File: config.mk
export PLATFORM = sky130hd
export DESIGN_NAME = seven_seg_scanner_flat
export DESIGN_NICKNAME = d
export VERILOG_FILES = /design/src/rtl/seven_seg_scanner_if.sv /design/src/rtl/seven_seg_scanner.sv /design/src/flat_wrapper.sv
export SDC_FILE = /design/constraint.sdc
export NUM_CORES = 1
export LEC_CHECK = 0
export ABC_CLOCK_PERIOD_IN_PS = 2500
export BUFFER_PORTS_ARGS = -buffer_cell sky130_fd_sc_hd__buf_2
export CORE_UTILIZATION = 24
export DETAILED_ROUTE_END_ITERATION = 10
export GPL_TIMING_DRIVEN = 0
export PLACE_DENSITY_LB_ADDON = 0.1
export RECOVER_POWER = 50
export SLEW_MARGIN = 20
export SYNTH_ARGS = -nofsm -noshare
export SYNTH_HDL_FRONTEND = slang
export SYNTH_SLANG_ARGS = --single-unit
File: constraint.sdc
create_clock -name clk -period 2.5 [get_ports clk]
set_clock_uncertainty 0.15 [all_clocks]
set_input_delay 0 -clock clk [delete_from_list [all_inputs] [get_ports clk]]
set_output_delay 0 -clock clk [all_outputs]
set_load 0.03 [all_outputs]
File: src/rtl/seven_seg_scanner_if.sv
// rtl/seven_seg_scanner_if.sv - host load bus and display drive signals of the seven-segment scanner
interface seven_seg_scanner_if;
    logic [15:0] value;
    logic [3:0]  dp_in;
    logic [3:0]  digit_en;
    logic        load;
    logic        pending;
    logic [3:0]  char;
    logic        dp;
    logic [3:0]  an;
    logic        frame_done;

    modport master (
        output value, dp_in, digit_en, load,
        input  pending, char, dp, an, frame_done
    );

    modport slave (
        input  value, dp_in, digit_en, load,
        output pending, char, dp, an, frame_done
    );
endinterface

File: src/rtl/seven_seg_scanner.sv
// rtl/seven_seg_scanner.sv - 4-digit multiplexed seven-segment scanner with dead-time and frame-aligned double buffer
module seven_seg_scanner #(
    parameter int DIV  = 50000,
    parameter int DEAD = 500
) (
    input logic                clk,
    input logic                rst_n,
    seven_seg_scanner_if.slave bus
);
    localparam int CW = $clog2(DIV);
    localparam logic [CW-1:0] LAST  = CW'(DIV - 1);
    localparam logic [CW-1:0] DEADC = CW'(DEAD);

    typedef enum logic {S_DEAD, S_ON} state_t;

    state_t        state, state_n;
    logic [CW-1:0] cnt, cnt_n;
    logic [1:0]    idx, idx_n;
    logic          last_cnt, boundary;

    logic [15:0] pend_val, act_val, act_val_n;
    logic [3:0]  pend_dp, act_dp, act_dp_n;
    logic [3:0]  pend_en, act_en, act_en_n;
    logic        pending_q;

    logic [3:0] char_n, an_n;
    logic       dp_n, fd_n, shown;

    // Outputs are computed from the next-cycle values so they line up with the registered cnt/idx/state.
    always_comb begin
        last_cnt  = (cnt == LAST);
        boundary  = last_cnt && (idx == 2'd3);
        cnt_n     = last_cnt ? '0 : cnt + 1'b1;
        idx_n     = last_cnt ? idx + 2'd1 : idx;
        state_n   = (cnt_n < DEADC) ? S_DEAD : S_ON;

        act_val_n = act_val;
        act_dp_n  = act_dp;
        act_en_n  = act_en;
        if (boundary && pending_q) begin
            act_val_n = pend_val;
            act_dp_n  = pend_dp;
            act_en_n  = pend_en;
        end

        shown  = (state_n == S_ON) && act_en_n[idx_n];
        an_n   = shown ? ~(4'b0001 << idx_n) : 4'b1111;
        dp_n   = shown ? ~act_dp_n[idx_n] : 1'b1;
        char_n = act_val_n[{idx_n, 2'b00} +: 4];
        fd_n   = (cnt_n == LAST) && (idx_n == 2'd3);
    end

    always_ff @(posedge clk or negedge rst_n) begin
        if (!rst_n) begin
            state <= S_DEAD;
            cnt   <= '0;
            idx   <= 2'd0;
        end else begin
            state <= state_n;
            cnt   <= cnt_n;
            idx   <= idx_n;
        end
    end

    // A load on the boundary edge still transfers the old pending data; the new data waits a frame.
    always_ff @(posedge clk or negedge rst_n) begin
        if (!rst_n) begin
            pend_val  <= '0;
            pend_dp   <= '0;
            pend_en   <= '0;
            pending_q <= 1'b0;
            act_val   <= '0;
            act_dp    <= '0;
            act_en    <= '0;
        end else begin
            act_val <= act_val_n;
            act_dp  <= act_dp_n;
            act_en  <= act_en_n;
            if (bus.load) begin
                pend_val  <= bus.value;
                pend_dp   <= bus.dp_in;
                pend_en   <= bus.digit_en;
                pending_q <= 1'b1;
            end else if (boundary) begin
                pending_q <= 1'b0;
            end
        end
    end

    always_ff @(posedge clk or negedge rst_n) begin
        if (!rst_n) begin
            bus.char       <= 4'd0;
            bus.an         <= 4'b1111;
            bus.dp         <= 1'b1;
            bus.frame_done <= 1'b0;
        end else begin
            bus.char       <= char_n;
            bus.an         <= an_n;
            bus.dp         <= dp_n;
            bus.frame_done <= fd_n;
        end
    end

    assign bus.pending = pending_q;
endmodule
File: src/flat_wrapper.sv
// flat-port wrapper written by rule: the top's interface ports become plain ports
module seven_seg_scanner_flat 
#(
    parameter int DIV  = 50000,
    parameter int DEAD = 500
)
  (clk, rst_n, bus_value, bus_dp_in, bus_digit_en, bus_load, bus_pending, bus_char, bus_dp, bus_an, bus_frame_done);
  seven_seg_scanner_if bus_i ();
  input logic clk;
  input logic rst_n;
  input wire logic [$bits(bus_i.value)-1:0] bus_value;
  input wire logic [$bits(bus_i.dp_in)-1:0] bus_dp_in;
  input wire logic [$bits(bus_i.digit_en)-1:0] bus_digit_en;
  input wire logic [$bits(bus_i.load)-1:0] bus_load;
  output wire logic [$bits(bus_i.pending)-1:0] bus_pending;
  output wire logic [$bits(bus_i.char)-1:0] bus_char;
  output wire logic [$bits(bus_i.dp)-1:0] bus_dp;
  output wire logic [$bits(bus_i.an)-1:0] bus_an;
  output wire logic [$bits(bus_i.frame_done)-1:0] bus_frame_done;
  assign bus_i.value = bus_value;
  assign bus_i.dp_in = bus_dp_in;
  assign bus_i.digit_en = bus_digit_en;
  assign bus_i.load = bus_load;
  assign bus_pending = bus_i.pending;
  assign bus_char = bus_i.char;
  assign bus_dp = bus_i.dp;
  assign bus_an = bus_i.an;
  assign bus_frame_done = bus_i.frame_done;
  seven_seg_scanner #(.DIV(DIV), .DEAD(DEAD)) u_core (.clk(clk), .rst_n(rst_n), .bus(bus_i));
endmodule
==> results <==
- The first global-routing pass estimated approximately 13 mm of wire.
- In this run the most critical hold path is launched from bus_load.
- After detailed routing, the number of remaining DRC violations is 0.
- In the post-synthesis netlist, the biggest area contributors are sky130_fd_sc_hd__dfrtp_1 (50%), sky130_fd_sc_hd__mux2_2 (14%), sky130_fd_sc_hd__mux2i_1 (4.5%).
- Pin placement for this block handled 38 I/O pins.
- TritonCTS built the clock tree.
- During synthesis, Yosys emitted a total of 0 warnings.
- The worst voltage drop across the vdd grid is 0.294 mV.
- The critical path required time is about 2.6 ns.
- Setup violations remaining at the end of the flow were counted as 4.
- The floorplan has 44 rows.
- The number of flip-flops and latches in the synthesized netlist is 77.
- The most prevalent standard cell on the critical path is sky130_fd_sc_hd__mux2i_1.
- The mapped cell area is about 3600 um^2.
- The logic depth of the worst register-to-register path is 9.
- The final reports fail on setup timing.
- The arrival time at the worst endpoint is between 2 and 3 ns.
- Together, buffers and inverters on the worst path number 3.
- The tightest min-delay check is of the input pin to register type.
- Using the TritonRoute via totals, the vias-per-cell ratio works out to around 4.5.
- The critical path startpoint category is a register.
- After clock tree synthesis, the clock-pin slew on the worst setup and hold paths is 0.06 ns.
- In the final layout, the share of cells above drive strength 1 is 0.444.
- The final total negative setup slack is -0.526 ns.
- The finished cells cover between 4000 and 5000 um^2.
- The met1 routing resource usage after global routing is 0.161.
- The family with the most delay on the worst path is simple AND/OR/NAND/NOR gates.
- The critical path runs through a total of 9 cells.
- The worst path in the final design needs a cycle of 2.64 ns, including I/O delays and setup.
- For the pin with the worst max-slew slack, the measured transition is between 1 and 1.5 ns.
- Along the worst path, the maximum fanout reaches 7.
- The fraction of the cycle the final worst path needs is 1.05.
- The iteration-0 DRC count of the detailed router is roughly 110.
- The slack of the worst reg-to-reg path is -0.14 ns.
- The flow ran to the end, but the final reports show violations.
- Entering global routing, the biggest net connects 46 pins.
- The number of cells on the worst hold path is 2.
- The worst max-slew margin expressed relative to the limit is 0.219.
- The largest single stage delay on the critical path is 0.50 ns.
- Summed over all cells, the static leakage comes to roughly 2.2 nW.
- The initial utilization of the core area, before any placement, comes to 0.246.
- The tree is rooted in a sky130_fd_sc_hd__clkbuf_16.
- Averaged over all synthesized cells, the footprint is approximately 13 um^2.
- The hold violation count in the final report is 0.
- The endpoint identified for the worst register-to-register timing path is u_core.bus.char[1].
- The sink count of the clock tree is 77.
- The worst path setup slack after routing is -0.136 ns.
- The post-synthesis net count is between 300 and 400.
- Relative to the synthesized area, the layout overhead comes to 38.7%.
- The most common cell in the netlist is sky130_fd_sc_hd__dfrtp_1.
- The sort of element at the end of the critical path is a register.
- Setup repair after global routing could not meet its margin everywhere.
- In this run the most used layer during global routing was met2.
- Of the synthesized area, sequential elements account for 0.540.
- The signal on the critical path passes through or4b_4, nor4_4, buf_4, and2_4, buf_12, clkbuf_16, mux2_4, mux2i_1, mux2i_1.
- The critical setup path kind is register to register.
- The number of H-tree branching levels is 3.
- The placeable core region is between 10000 and 15000 um^2.
- The later pin in the worst-skew pair is clocked with a latency of around 0.35 ns.
- The critical path starts at u_core.cnt[6].
- The first detailed-routing pass ran for 4 iterations.
- The die covers around 15000 um^2.
- Summed over all instances, the cell type with the most area after synthesis is sky130_fd_sc_hd__dfrtp_1.
- The most used flip-flop cell after synthesis is sky130_fd_sc_hd__dfrtp_1.
- The number of fill cells in the layout is approximately 1.5k.
- After legalization and detailed placement, the total HPWL measured 5.43 mm.
- The cell count after placement is 498.
- Power spread over the standard cell area amounts to between 500 and 600 nW/um^2.
- The count of different cell masters after synthesis is 48.
- The width of the chip is 124 um.
- For this run, the total global-route usage over all layers was measured as 0.122.
- Summing all placed instances gives a cell area of about 4100 um^2.
- The overall die height is ~120 um.
- The number of clock buffers inserted by TritonCTS is 9.
- The quantity of I/O buffers inserted on ports is 36.
- The number of nets still failing antenna checks after routing is 0.
- The number of global-route vias before repair is between 2k and 2.5k.
- The repair_antennas step left the layout with diodes totalling 0.
- The global-route met3 utilization is 0.0348.
- The non-filler instance count after layout is 553.
- The post-synthesis async set-or-reset flop share is 1.00.
- The worst hold-check slack is around 0.019 ns.
- In the global route stage, met2 resource usage came out at 0.182.
- The worst-path cell with the longest stage delay is sky130_fd_sc_hd__or4b_4.
- The final weighted congestion in routability-driven placement is 0.797.
- The critical register-to-register path startpoint is u_core.cnt[6].
- For this block, the routed nets add up to 8.49 mm of wire.
- The clock passes through at most 2 buffers.
- The synthesized design contains 0 enable-type register cells.
- For hold timing, the worst endpoint is u_core.pend_val[1].
- The gate count after technology mapping is around 280.
- The average wire length per cell after detail routing is around 15 um.
- The total via count after detailed routing is 2465.
- The final-report max-slew violation count is 0.
- Overall power consumption after layout is estimated at 2.87 mW.
- The leftover overflow at the end of global routing is 0.
- After synthesis, the most frequently instantiated cells are sky130_fd_sc_hd__dfrtp_1 (72), sky130_fd_sc_hd__mux2_2 (46), sky130_fd_sc_hd__mux2i_1 (16), sky130_fd_sc_hd__nand2_1 (14), sky130_fd_sc_hd__nand3_1 (12).
- Of the post-synthesis cell area, the dominant cell type holds 0.503.
- The maximum achievable frequency is approximately 0.38 GHz.
- The final layout contains 393 nets.
- The initial antenna violation count is 0.
- The tool flagged a number of max-cap violations equal to 0.
power breakdown:
| group | internal (mW) | switching [mW] | total, mW |
|---|---|---|---|
| sequential | 1.29 | 0.0236 | 1.31 |
| combinational | 0.0752 | 0.0526 | 0.128 |
| clock | 0.899 | 0.533 | 1.43 |
through the flow:
| step | setup WS (ns) | util |
|---|---|---|
| after floorplan | -0.0594 | - |
| after global placement | -0.487 | 0.279 |
| after detailed placement | -0.476 | 0.281 |
| after CTS | -0.206 | 0.331 |
| after global routing | -0.231 | 0.342 |
| final | -0.136 | 0.342 |
worst register-to-register path, stage by stage (launching register included):
cell and delay (ns):
sky130_fd_sc_hd__dfrtp_1 0.44, sky130_fd_sc_hd__or4b_4 0.50, sky130_fd_sc_hd__nor4_4 0.25, sky130_fd_sc_hd__buf_4 0.18, sky130_fd_sc_hd__and2_4 0.16, sky130_fd_sc_hd__buf_12 0.13
sky130_fd_sc_hd__clkbuf_16 0.16, sky130_fd_sc_hd__mux2_4 0.30, sky130_fd_sc_hd__mux2i_1 0.13, sky130_fd_sc_hd__mux2i_1 0.09
layout make-up:
type                       count  area, um^2  area share
clock inverter                 6        86.3      0.0174
buffer                        13         131      0.0264
inverter                       4        15.0     0.00302
sequential                    77        1940       0.390
tap                          184         230      0.0463
timing repair buffer          78         579       0.117
clock buffer                  10         239      0.0481
multi-input combinational    181        1750       0.352
logic make-up (layout without fill, tap and decap cells):
logic type | Yosys count | in the layout | share of synthesized area
fa+ha+maj | 2 | 2 | 0.00698
flops | 77 | 77 | 0.540
mux | 71 | 71 | 0.234
simple gates | 77 | 77 | 0.127
compound gates | 17 | 17 | 0.0321
buf+inv | 19 | 111 | 0.0258
xor+xnor | 14 | 14 | 0.0342
how the worst max path moves through the flow:
stage,slack (ns),endpoint
2_1_floorplan,-0.06,u_core.bus.char[0]
3_3_place_gp,-0.49,u_core.bus.an[0]
3_5_place_dp,-0.48,u_core.bus.char[2]
4_1_cts,-0.21,u_core.bus.char[2]
5_1_grt,-0.23,u_core.bus.char[2]
6_report,-0.14,u_core.bus.char[1]
timing repair:
item	in CTS	in global routing
hold buffers	25	0
endpoints found under the hold margin	94	0
setup buffers	8	7
resized for setup	21	23
setup endpoints to repair	35	21
gates cloned	0	1
pin swaps	2	12
cell usage in the layout (no fill, tap or decap), types with 3 or more instances in the layout:
cell type / instances
sky130_fd_sc_hd__dfrtp_1: 69
sky130_fd_sc_hd__mux2_2: 38
sky130_fd_sc_hd__buf_2: 31
sky130_fd_sc_hd__dlygate4sd3_1: 25
sky130_fd_sc_hd__mux2i_1: 15
sky130_fd_sc_hd__buf_4: 14
sky130_fd_sc_hd__nand2_1: 12
sky130_fd_sc_hd__mux2_4: 12
sky130_fd_sc_hd__clkbuf_16: 10
sky130_fd_sc_hd__nor2_1: 9
sky130_fd_sc_hd__xnor2_1: 8
sky130_fd_sc_hd__clkbuf_1: 8
sky130_fd_sc_hd__nand3_1: 6
sky130_fd_sc_hd__a21oi_1: 5
sky130_fd_sc_hd__xor2_1: 5
sky130_fd_sc_hd__nand3_2: 5
sky130_fd_sc_hd__dfstp_2: 5
sky130_fd_sc_hd__clkbuf_2: 4
sky130_fd_sc_hd__nand4_1: 4
sky130_fd_sc_hd__nand4b_1: 4
sky130_fd_sc_hd__buf_12: 4
sky130_fd_sc_hd__inv_1: 4
sky130_fd_sc_hd__nor3_1: 4
sky130_fd_sc_hd__mux4_2: 4
sky130_fd_sc_hd__o21ai_0: 3
sky130_fd_sc_hd__nor4_1: 3
sky130_fd_sc_hd__dfrtp_2: 3
state kept, by name (all words and copies together), names as in the netlist:
signal and count:
u_core.bus.char 4, u_core.bus.pending 1, u_core.act_val 16, u_core.pend_en 4, u_core.bus.an 4, u_core.idx 2, u_core.act_en 4, u_core.bus.frame_done 1
u_core.cnt 16, u_core.act_dp 4, u_core.pend_dp 4, u_core.bus.dp 1, u_core.pend_val 16
layer usage:
layer | vias up | share of wire
met2 | 36 | 0.46
met4 | 0 | 0.024
met1 | 1223 | 0.49
met3 | 15 | 0.028
li1 | 1191 | -
met5 | - | 0
(Power assumes the default switching activity.)
